--- config.mk ---
export PLATFORM = sky130hd
export DESIGN_NAME = serial_link_obi_arbiter
export DESIGN_NICKNAME = d
export VERILOG_FILES = /design/src/rtl/serial_link_obi_arbiter.sv
export SDC_FILE = /design/constraint.sdc
export NUM_CORES = 1
export LEC_CHECK = 0
export BUFFER_PORTS_ARGS = -buffer_cell sky130_fd_sc_hd__clkbuf_2
export CELL_PAD_IN_SITES_DETAIL_PLACEMENT = 1
export CELL_PAD_IN_SITES_GLOBAL_PLACEMENT = 1
export CORE_ASPECT_RATIO = 0.5
export CORE_MARGIN = 4
export CORE_UTILIZATION = 18
export CTS_CLUSTER_DIAMETER = 40
export DETAILED_ROUTE_END_ITERATION = 8
export PLACE_DENSITY_LB_ADDON = 0.08
export RECOVER_POWER = 25
export SYNTH_ARGS = -nofsm -noshare
export SYNTH_HDL_FRONTEND = slang
export SYNTH_SLANG_ARGS = --single-unit
export TNS_END_PERCENT = 30
--- constraint.sdc ---
create_clock -name clk_i -period 2.55 [get_ports clk_i]
set_input_delay 0.51 -clock clk_i [delete_from_list [all_inputs] [get_ports clk_i]]
set_output_delay 0.51 -clock clk_i [all_outputs]
set_load 0.05 [all_outputs]
--- src/rtl/serial_link_obi_arbiter.sv ---
// rtl/serial_link_obi_arbiter.sv - round-robin OBI arbiter with in-order response steering
// Optional feature macro: SERIAL_LINK_ARB_PERF_CNT_EN (per-requester grant counters)
module serial_link_obi_arbiter #(
    parameter int unsigned NumReq         = 2,
    parameter int unsigned AddrWidth      = 32,
    parameter int unsigned DataWidth      = 32,
    parameter int unsigned MaxOutstanding = 4
) (
    input  logic                            clk_i,
    input  logic                            rst_i,
    input  logic [NumReq-1:0]               req_i,
    input  logic [NumReq*AddrWidth-1:0]     addr_i,
    input  logic [NumReq-1:0]               we_i,
    input  logic [NumReq*DataWidth/8-1:0]   be_i,
    input  logic [NumReq*DataWidth-1:0]     wdata_i,
    output logic [NumReq-1:0]               gnt_o,
    output logic [NumReq-1:0]               rvalid_o,
    output logic [DataWidth-1:0]            rdata_o,
    output logic                            mst_req_o,
    output logic [AddrWidth-1:0]            mst_addr_o,
    output logic                            mst_we_o,
    output logic [DataWidth/8-1:0]          mst_be_o,
    output logic [DataWidth-1:0]            mst_wdata_o,
    input  logic                            mst_gnt_i,
    input  logic                            mst_rvalid_i,
    input  logic [DataWidth-1:0]            mst_rdata_i,
    output logic                            busy_o,
    output logic                            err_o
`ifdef SERIAL_LINK_ARB_PERF_CNT_EN
    ,
    output logic [NumReq*16-1:0]            grant_cnt_o,
    input  logic                            cnt_clr_i
`endif
);

    localparam int unsigned BeWidth = DataWidth / 8;
    localparam int unsigned IdxW    = $clog2(NumReq);
    localparam int unsigned PtrW    = $clog2(MaxOutstanding);
    localparam int unsigned CntW    = PtrW + 1;

    typedef enum logic {
        IDLE,
        LOCKED
    } state_t;

    state_t          state_q, state_d;
    logic [IdxW-1:0] lock_idx_q, lock_idx_d;
    logic [IdxW-1:0] rr_ptr_q;
    logic [IdxW-1:0] sel_rr;
    logic [IdxW-1:0] sel;
    logic            found;
    logic            mst_req;
    logic            hs;
    logic            pop;

    logic [IdxW-1:0] fifo_q [MaxOutstanding];
    logic [PtrW-1:0] wr_ptr_q, rd_ptr_q;
    logic [CntW-1:0] count_q;
    logic            err_q;
    logic            full;
    logic            empty;

    assign full  = (count_q == CntW'(MaxOutstanding));
    assign empty = (count_q == '0);

    // Rotating priority scan: first requesting index at or above rr_ptr, wrapping.
    always_comb begin
        int unsigned idx;
        idx    = 0;
        sel_rr = rr_ptr_q;
        found  = 1'b0;
        for (int unsigned i = 0; i < NumReq; i++) begin
            idx = int'(rr_ptr_q) + i;
            if (idx >= NumReq) begin
                idx = idx - NumReq;
            end
            if (!found && req_i[IdxW'(idx)]) begin
                found  = 1'b1;
                sel_rr = IdxW'(idx);
            end
        end
    end

    // Next state, forwarding mux and handshake; a pending request pins the selection.
    always_comb begin
        state_d    = state_q;
        lock_idx_d = lock_idx_q;
        sel        = sel_rr;
        mst_req    = 1'b0;
        if (state_q == LOCKED) begin
            sel     = lock_idx_q;
            mst_req = req_i[lock_idx_q];
        end else begin
            mst_req = found && !full;
        end
        if (rst_i) begin
            mst_req = 1'b0;
        end
        hs = mst_req && mst_gnt_i;
        if (hs) begin
            state_d = IDLE;
        end else if (mst_req) begin
            state_d    = LOCKED;
            lock_idx_d = sel;
        end else begin
            state_d = IDLE;
        end
    end

    // Downstream and grant outputs are all zero whenever no request is forwarded.
    always_comb begin
        gnt_o       = '0;
        mst_addr_o  = '0;
        mst_we_o    = 1'b0;
        mst_be_o    = '0;
        mst_wdata_o = '0;
        if (hs) begin
            gnt_o[sel] = 1'b1;
        end
        if (mst_req) begin
            mst_addr_o  = addr_i[int'(sel)*AddrWidth +: AddrWidth];
            mst_we_o    = we_i[sel];
            mst_be_o    = be_i[int'(sel)*BeWidth +: BeWidth];
            mst_wdata_o = wdata_i[int'(sel)*DataWidth +: DataWidth];
        end
    end

    assign mst_req_o = mst_req;
    assign pop       = mst_rvalid_i && !empty && !rst_i;

    // Response steering: the oldest outstanding ID owns the incoming response.
    always_comb begin
        rvalid_o = '0;
        rdata_o  = '0;
        if (pop) begin
            rvalid_o[fifo_q[rd_ptr_q]] = 1'b1;
            rdata_o                    = mst_rdata_i;
        end
    end

    // Control state, round-robin pointer, FIFO pointers/count and sticky error.
    always_ff @(posedge clk_i) begin
        if (rst_i) begin
            state_q    <= IDLE;
            lock_idx_q <= '0;
            rr_ptr_q   <= '0;
            wr_ptr_q   <= '0;
            rd_ptr_q   <= '0;
            count_q    <= '0;
            err_q      <= 1'b0;
        end else begin
            state_q    <= state_d;
            lock_idx_q <= lock_idx_d;
            if (hs) begin
                rr_ptr_q <= (sel == IdxW'(NumReq - 1)) ? '0 : sel + 1'b1;
                wr_ptr_q <= wr_ptr_q + 1'b1;
            end
            if (pop) begin
                rd_ptr_q <= rd_ptr_q + 1'b1;
            end
            if (hs && !pop) begin
                count_q <= count_q + 1'b1;
            end else if (pop && !hs) begin
                count_q <= count_q - 1'b1;
            end
            if (mst_rvalid_i && empty) begin
                err_q <= 1'b1;
            end
        end
    end

    // ID storage needs no reset; only entries between the pointers are ever read.
    always_ff @(posedge clk_i) begin
        if (hs) begin
            fifo_q[wr_ptr_q] <= sel;
        end
    end

    assign busy_o = !empty;
    assign err_o  = err_q;

`ifdef SERIAL_LINK_ARB_PERF_CNT_EN
    logic [15:0] cnt_q [NumReq];

    // Saturating grant counters; clear wins over a same-cycle grant.
    always_ff @(posedge clk_i) begin
        for (int unsigned k = 0; k < NumReq; k++) begin
            if (rst_i || cnt_clr_i) begin
                cnt_q[k] <= '0;
            end else if (gnt_o[k] && (cnt_q[k] != 16'hFFFF)) begin
                cnt_q[k] <= cnt_q[k] + 16'd1;
            end
        end
    end

    for (genvar g = 0; g < NumReq; g++) begin : g_cnt_out
        assign grant_cnt_o[g*16 +: 16] = cnt_q[g];
    end
`endif

endmodule

# Word level (Yosys, flattened, before mapping)

Memory sizes are Yosys's and may differ from the RTL's. A register that Yosys moved wholly into a read port is not among the register bits.
Index checks and enable logic that the tools add are counted.
W data, S select, Z words.

Logic and storage cells: 86
Memories: 1
Register bits: 11
RAM bits: 4

Equal/unequal tests: 1
Order comparisons: 9
Mux-type cells: 36
Shift operators: 3
Reductions and logical operators: 20
$add $sub $neg: 8
Bitwise logic cells: 1

Memories:

| memory | depth | bits a word | read ports | clocked after Yosys merged registers in | write ports | line | text |
|---|---|---|---|---|---|---|---|
| fifo_q | 4     | 1           | 1          | 1                                       | 1           | 56   | `logic [IdxW-1:0] fifo_q [MaxOutstanding];` |

Operators with widths:

| kind                  | count |
|---|---|
| $shiftx A64 B7 Y32    | 2 |
| $mux W32              | 3 |
| $mux W1               | 24 |
| $logic_and A1 B1 Y1   | 10 |
| $lt A1 B2 Y1 const B  | 5 |
| $mux W2               | 4 |
| $shiftx A8 B4 Y4      | 1 |
| $logic_not A1 Y1      | 6 |
| $mux W3               | 2 |
| $add A2 B1 Y2 const B | 2 |
| $mux W4               | 1 |
| $add A3 B1 Y3 const B | 1 |
| $eq A3 B3 Y1 const B  | 1 |
| $logic_not A3 Y1      | 1 |
| $sub A3 B1 Y3 const B | 1 |
| $add A1 B1 Y2 const B | 1 |
| $demux W1 S1          | 2 |
| $ge A1 B1 Y1 const B  | 2 |
| $ge A1 B2 Y1 const B  | 1 |
| $ge A2 B2 Y1 const B  | 1 |
| $reduce_and A2 Y1     | 1 |
| $reduce_bool A2 Y1    | 1 |
| $reduce_or A2 Y1      | 1 |
| $sub A1 B1 Y1 const B | 2 |
| 2 further kinds       | 2 |

# Logic depth before layout (Yosys ltp)

Gate-level depths: netlist of the first run.

Word-level depth: 16
Depth in mapped cells: 10
Depth with buffers taken out: 10

# Least setup slack after synthesis of the first run

No wires, ideal clock.

Path kind: input port to output port
Start: input port req_i[1]
End: output port mst_addr_o[0]
Path buffers: 1
Path slack: -30 ps
Data arrival time: 2070 ps
Stages: 5
Cell sequence: nor2b_2 -> o211ai_2 -> clkbuf_1 -> nand3_1 -> a21oi_1

Longest elaborated chain between the ends: 10

Ends and longest elaborated chain:

| item                                                                       | line | text |
|---|---|---|
| from (decl)                                                                | 11   | `input logic [NumReq-1:0] req_i,` |
| parallel branches: the longest is 9 deep, another holds $shiftx A64 B7 Y32 | --   |  |
| $mux W32 (*)                                                               | 120  | `if (mst_req) begin` |
| to (decl)                                                                  | 20   | `output logic [AddrWidth-1:0] mst_addr_o,` |

Every way passes the cells marked *. The select of a mux whose other input is x is not followed.

# Final worst setup path of the first run

Start: input port req_i[0]
End: output port mst_wdata_o[29]

Longest elaborated chain between the ends: 10

Ends and longest elaborated chain:

| item                                                                       | line | text |
|---|---|---|
| parallel branches: the longest is 9 deep, another holds $shiftx A64 B7 Y32 | --   |  |
| $mux W32 (*)                                                               | 120  |  |
| to (decl)                                                                  | 23   | `output logic [DataWidth-1:0] mst_wdata_o,` |

Marks and branches as above.

==> flow_metrics.py, run 1 <==
metrics = {
    "yosys": {
        "synth_edf_count": 4,
        "yosys.cell_types.count": 37,
        "synth_most_common_cell": "nand3_1",
        "async_flop_share": 0,
        "postSynthAreaPerCell_sq_um": 6.63,
        "synth_area_sq_mm": 0.00242,
        "ys_ff_latch": 17,
        "yosysWarningCount": 0,
        "synthCells": 366,
        "synth_top_area_share": 0.149,
        "synth_top_area_cell": "nand3_1",
        "synth_ff_type": "dfxtp_1",
        "synth_common_cells": "nand3_1, o21ai_0, a21oi_1, and2_1, clkbuf_1",
        "synth-seq-area-share": 0.157,
        "synth_area_leaders": "nand3_1, o21ai_0, dfxtp_1",
        "synth_fp_nets": 548,
    },
    "global_route": {
        "grt_max_degree": 44,
        "grt-ovfl-total": 0,
        "track_usage": 0.153,
        "grt_pass1_wl_mm": 19.7,
        "antenna_found_initial": 0,
        "grt_pass1_vias": 3802,
    },
    "final_layout": {
        "finalNetCount": 816,
        "n_antenna_cell": 0,
        "fin_util": 0.361,
        "syn2layout_area_growth_pct": 92.3,
        "drive_gt1_frac": 0.572,
    },
    "floorplan": {
        "initial_core_util": 0.188,
        "pin_count": 284,
        "coreArea_sq_mm": 0.0129,
        "die_w_um": 172,
        "die_area_sq_mm": 0.0155,
        "dieHeight_um": 90.1,
        "num_rows": 29,
    },
    "worst_setup_path": {
        "cp.required_ns": 2.04,
        "crit_path_top_delay_cell": "clkbuf_2",
        "r2r-end": "count_q[2]$_SDFFE_PP0P_",
        "r2r-start": "count_q[0]$_SDFFE_PP0P_",
        "crit_type": "input pin to output port",
        "path_max_fanout": 43,
        "crit_path_end_kind": "output port",
        "critPathLaunchType": "input pin",
        "cp_cell_sequence": "clkbuf_2 > buf_4 > nor2b_2 > o211a_2 > buf_12 > o21ai_1 > a21oi_1 > clkbuf_2",
        "reg2reg_slack_ns": 0.22,
        "max_stage_delay_ns": 0.30,
        "arrival_ns": 2.00,
        "r2r_cells": 10,
        "startpoint": "req_i[0]",
        "path_common_cell": "clkbuf_2",
    },
    "worst_hold_path": {
        "hp-class": "flop to flop",
        "holdPathStages": 2,
        "min-delay-start": "err_o$_SDFFE_PP0P_",
        "hold-path-endpoint": "err_o$_SDFFE_PP0P_",
    },
    "detailed_routing": {
        "viasPerCell": 4.62,
        "drcViolationCount": 0,
        "dr.pass1.iters": 4,
        "via_count": 3708,
        "drt_wl_total_mm": 13.1,
        "route.antenna.remaining_nets": 0,
        "wire_per_inst_um": 16.3,
        "drt-initial-drc-count": 109,
    },
    "timing": {
        "hold_viol_final": 0,
        "min_period_over_period": 0.985,
        "period_minus_slack_ns": 2.51,
        "holdWs_ns": 0.493,
        "clock.fmax_ghz": 0.398,
        "skew_ns": 0.00254,
        "drv_slew": 0,
        "finalSetupViolations": 0,
        "tightest_slew_ns": 0.612,
        "slew_headroom": 0.594,
    },
    "cts": {
        "cts_hold_buf": 0,
        "clk_latency_ns": 0.25,
        "cts_tree": "built",
        "root_buffer": "clkbuf_16",
        "numCtsBuffers": 3,
        "htree_levels": 1,
        "clock_sinks": 17,
        "cts_setup_buffers": 0,
        "cts_buffer_depth": 2,
        "path_clk_slew_ns": 0.05,
        "cts_resized": 0,
    },
    "pwr": {
        "p_per_area_mw_per_mm2": 603,
        "ir_drop_uv": 205,
        "p_leak_nw": 2.30,
    },
    "outcome": {
        "status": "completed",
    },
    "place": {
        "hpwl_mm": 10.2,
        "place.gp.congestion": 0.745,
        "io_buffers": 283,
    },
    "job": {
        "drv_cap": 0,
    },
}
-- stage by stage --
stage               setup TNS, ns  setup slack, ns  total power [mW]  instances  area [sq um]
finish                          0           0.0386              2.81        803          4660
global route               -0.428          -0.0454              3.00        803          4660
CTS                             0        0.0000711              2.84        803          4640
detailed placement              0          0.00859              2.52        799          4560
global placement                0           0.0482              2.50        799          4560
floorplan                  -0.854          -0.0305              1.79        366          2470
-- report_power, final --
| part | switching (mW) | internal (mW) |
|---|---|---|
| Sequential | 0.0401 | 0.319 |
| Clock | 0.105 | 0.210 |
| Combinational | 1.42 | 0.717 |
| Total | 1.57 | 1.25 |
-- critical path, delay by kind of cell --
kind / cells / cell delay, ns
and+or+nand+nor: 1 / 0.18
buffers and inverters: 4 / 0.75
AOI/OAI and AO/OA: 3 / 0.53
-- placed cells by master (no fill, tap or decap), types with 2 or more instances in the layout --
cell / n
nand2b_1: 2
nor3b_2: 2
nand3_1: 72
o21ai_1: 6
buf_4: 14
xor2_1: 3
dfxtp_1: 13
ha_1: 5
clkbuf_4: 8
clkbuf_2: 234
edfxtp_1: 4
nor2_1: 10
buf_12: 34
a21oi_1: 33
inv_2: 2
a21oi_2: 42
inv_1: 7
and2_1: 37
clkbuf_16: 3
o21ai_0: 66
nor3_1: 2
buf_2: 12
-- per-layer routing --
| metal | track usage | share of wire | vias to the layer above |
|---|---|---|---|
| met4 | 0.0183 | 0.0067 | 0 |
| met2 | 0.312 | 0.55 | 136 |
| met5 | 0 | 0 | - |
| met1 | 0.160 | 0.37 | 1731 |
| li1 | - | - | 1835 |
| met3 | 0.0377 | 0.076 | 6 |
-- how the worst max path moves through the flow --
stage	end	slack, ns	depth (start not counted)
2_1_floorplan	mst_addr_o[20]	-0.03	5
3_3_place_gp	mst_wdata_o[5]	0.05	8
3_5_place_dp	count_q[2]$_SDFFE_PP0P_	0.009	11
4_1_cts	mst_be_o[3]	0.00007	8
5_1_grt	mst_wdata_o[29]	-0.05	8
6_report	mst_wdata_o[29]	0.04	8
-- layout make-up --
| cell class | instances | area [sq um] |
|---|---|---|
| clock inverters | 1 | 5.00 |
| fillers | 1678 | 8250 |
| repair buffers | 304 | 2090 |
| well taps | 170 | 213 |
| inverters | 9 | 33.8 |
| flip-flops and latches | 17 | 380 |
| multi-input cells | 299 | 1860 |
| clock buffers | 3 | 75.1 |
-- cells by family (layout without fill, tap and decap cells) --
kind of cell	after synthesis	count (layout)	synth area share
muxes	3	3	0.0181
xor gates and xnor gates	4	4	0.0145
and+or+nand+nor	133	133	0.301
AOI/OAI and AO/OA	153	153	0.373
adders and majority gates	6	6	0.0341
buffers and inverters	50	317	0.103
DFF	17	17	0.157
Note: power is estimated with default switching activity, not from simulation.
==> inputs of run 2 (changes only) <==
Settings changed: GPL_TIMING_DRIVEN set to 0.
Clock period 2.55 ns to 2.05 ns, I/O delays scaled along.
==> run 2 against run 1 <==
  * The run now ends with negative setup slack left
  * Clock power up 24%
  * Non-clock buffer count increased by 31
  * Clock-buffer cell count increased by 1
  * Sequential power grew 30%
  * Clock skew about the same
  * Largest cell class unchanged
  * Register-to-register slack worse by 0.50 ns
  * Combinational power rose by 42%
  * Routed wire length is 4.4% higher
  * First-iteration DRC count shrank 19%
  * Final cell count is 3.9% higher
  * Sequential cell count stayed put
==> flow_metrics.py, run 2 (synthesized netlist as in run 1, its figures left out) <==
metrics = {
    "pwr": {
        "p_clk_frac": 0.101,
        "p_switching_mw": 2.08,
        "power_frac_seq": 0.120,
        "total_power_mw": 3.88,
        "p_int_mw": 1.80,
        "p_per_area_mw_per_mm2": 731,
        "pwr-share-comb": 0.780,
        "p_sw_frac": 0.535,
        "p_leak_nw": 2.50,
        "ir_drop_uv": 234,
    },
    "global_route": {
        "grt_pass1_wl_mm": 20.9,
        "grt-ovfl-total": 0,
        "track_usage": 0.162,
        "grt_max_degree": 11,
        "antenna_found_initial": 0,
        "grt_pass1_vias": 4145,
    },
    "cts": {
        "cts_tree": "built",
        "numCtsBuffers": 3,
        "clk_latency_ns": 0.25,
        "path_clk_slew_ns": 0.05,
        "htree_levels": 1,
        "cts_buffer_depth": 2,
        "root_buffer": "clkbuf_16",
        "cts_hold_buf": 0,
        "clock_sinks": 17,
    },
    "place": {
        "dp.cells": 819,
        "place.gp.congestion": 0.712,
        "placed_area_sq_mm": 0.00431,
        "hpwl_mm": 10.8,
        "io_buffers": 283,
    },
    "final_layout": {
        "postLayoutCellArea_sq_mm": 0.00531,
        "n_antenna_cell": 0,
        "most-common-layout-cells": "clkbuf_2, nand3_1, o21ai_0",
        "fin_cells": 834,
        "regArea_sq_um": 397,
        "syn2layout_area_growth_pct": 119,
        "final_common_cell": "clkbuf_2",
        "finalNetCount": 847,
        "fillCellCount": 1582,
        "multi_input_area_sq_mm": 0.00215,
        "drive_gt1_frac": 0.651,
    },
    "timing": {
        "rsz0062_at_grt": "yes",
        "finalSetupViolations": 98,
        "clock.fmax_ghz": 0.430,
        "min_period_over_period": 1.13,
        "setup_ws_ns": -0.276,
        "drv_slew": 0,
        "slew_headroom": 0.584,
        "period_minus_slack_ns": 2.33,
        "tightest_slew_ns": 0.626,
        "skew_ns": 0.00257,
        "hold_viol_final": 0,
    },
    "detailed_routing": {
        "wl_met3_mm": 1.04,
        "wl_met2_mm": 7.27,
        "met1_length_mm": 5.27,
        "dr.pass1.iters": 4,
        "via_count": 3819,
        "drt-initial-drc-count": 88,
        "highest_layer": "met4",
        "drt_wl_total_mm": 13.7,
        "route.antenna.remaining_nets": 0,
        "wire_per_inst_um": 16.4,
        "viasPerCell": 4.58,
        "drcViolationCount": 0,
    },
    "worst_setup_path": {
        "r2r-start": "state_q$_SDFF_PP0_",
        "r2r_cells": 10,
        "arrival_ns": 2.50,
        "startpoint": "state_q$_SDFF_PP0_",
        "reg2reg_slack_ns": -0.28,
        "crit_path_end_kind": "flop",
        "cp.required_ns": 2.22,
        "path_max_fanout": 4,
        "critPathLaunchType": "flop",
        "r2r-end": "count_q[2]$_SDFFE_PP0P_",
        "crit_type": "flop to flop",
    },
    "floorplan": {
        "dieHeight_um": 90.1,
        "num_rows": 29,
        "die_w_um": 172,
        "initial_core_util": 0.188,
        "pin_count": 284,
        "coreArea_sq_mm": 0.0129,
        "die_area_sq_mm": 0.0155,
    },
    "outcome": {
        "failed_checks": "negative setup slack",
        "status": "complete, but fails checks",
    },
    "worst_hold_path": {
        "hold-path-endpoint": "state_q$_SDFF_PP0_",
        "holdPathStages": 2,
        "hp-class": "input pin to flop",
        "min-delay-start": "mst_gnt_i",
    },
    "job": {
        "drv_cap": 0,
    },
}
[run 2: changes by cell type in the layout (fill, tap and decap cells not counted), sizes merged]
cell / change
buf: -4
bufbuf: +1
clkinv: -1
clkbuf: +35
[run 2: cell type report]
class / instances / area share
Clock buffer: 4 / 0.0148
Buffer: 41 / 0.0641
Sequential cell: 17 / 0.0747
Inverter: 9 / 0.00683
Timing Repair Buffer: 294 / 0.394
Multi-Input combinational cell: 299 / 0.406
Tap cell: 170 / 0.0401
[run 2: how the worst max path moves through the flow]
stage / end / cells after the start
6_report: count_q[2]$_SDFFE_PP0P_ / 10
5_1_grt: count_q[2]$_SDFFE_PP0P_ / 10
4_1_cts: count_q[2]$_SDFFE_PP0P_ / 10
3_5_place_dp: count_q[2]$_SDFFE_PP0P_ / 11
3_3_place_gp: count_q[2]$_SDFFE_PP0P_ / 11
2_1_floorplan: count_q[2]$_SDFFE_PP0P_ / 10
[run 2: worst max-delay path, stage by stage (launching register included)]
cell	delay, ns
dfxtp_4	0.35
o21bai_4	0.18
a2bb2oi_4	0.15
or3_4	0.38
inv_4	0.08
ha_4	0.13
inv_2	0.04
fa_2	0.35
xor2_1	0.15
or3_1	0.32
a21oi_2	0.12
[run 2: stage by stage]
step	TNS (ns)	util	setup slack, ns	hold slack (ns)
2_1_floorplan	-3.10	-	-0.244	0.465
3_3_place_gp	-36.51	0.334	-0.542	0.465
3_5_place_dp	-38.02	0.334	-0.585	0.474
4_1_cts	-16.65	0.398	-0.303	0.419
5_1_grt	-27.81	0.411	-0.377	0.420
6_report	-17.32	0.411	-0.276	0.414
[run 2: timing repair]
action	in CTS	in global routing
gates cloned	1	0
resized for setup	209	77
pin swaps	5	1
setup buffers	5	5
setup endpoints to repair	109	105
[run 2: power by group through the flow]
stage	sequential [mW]	clock [mW]	combinational (mW)
final	0.465	0.390	3.03
after global routing	0.475	0.418	3.23
after CTS	0.467	0.401	2.96
after detailed placement	0.453	0	2.54
after global placement	0.453	0	2.52
after floorplan	0.460	0	1.89
[run 2: routing by layer]
metal | vias up | global-route usage
met4 | 0 | 0.0183
met2 | 142 | 0.319
li1 | 1898 | -
met3 | 6 | 0.0408
met1 | 1773 | 0.177
met5 | - | 0
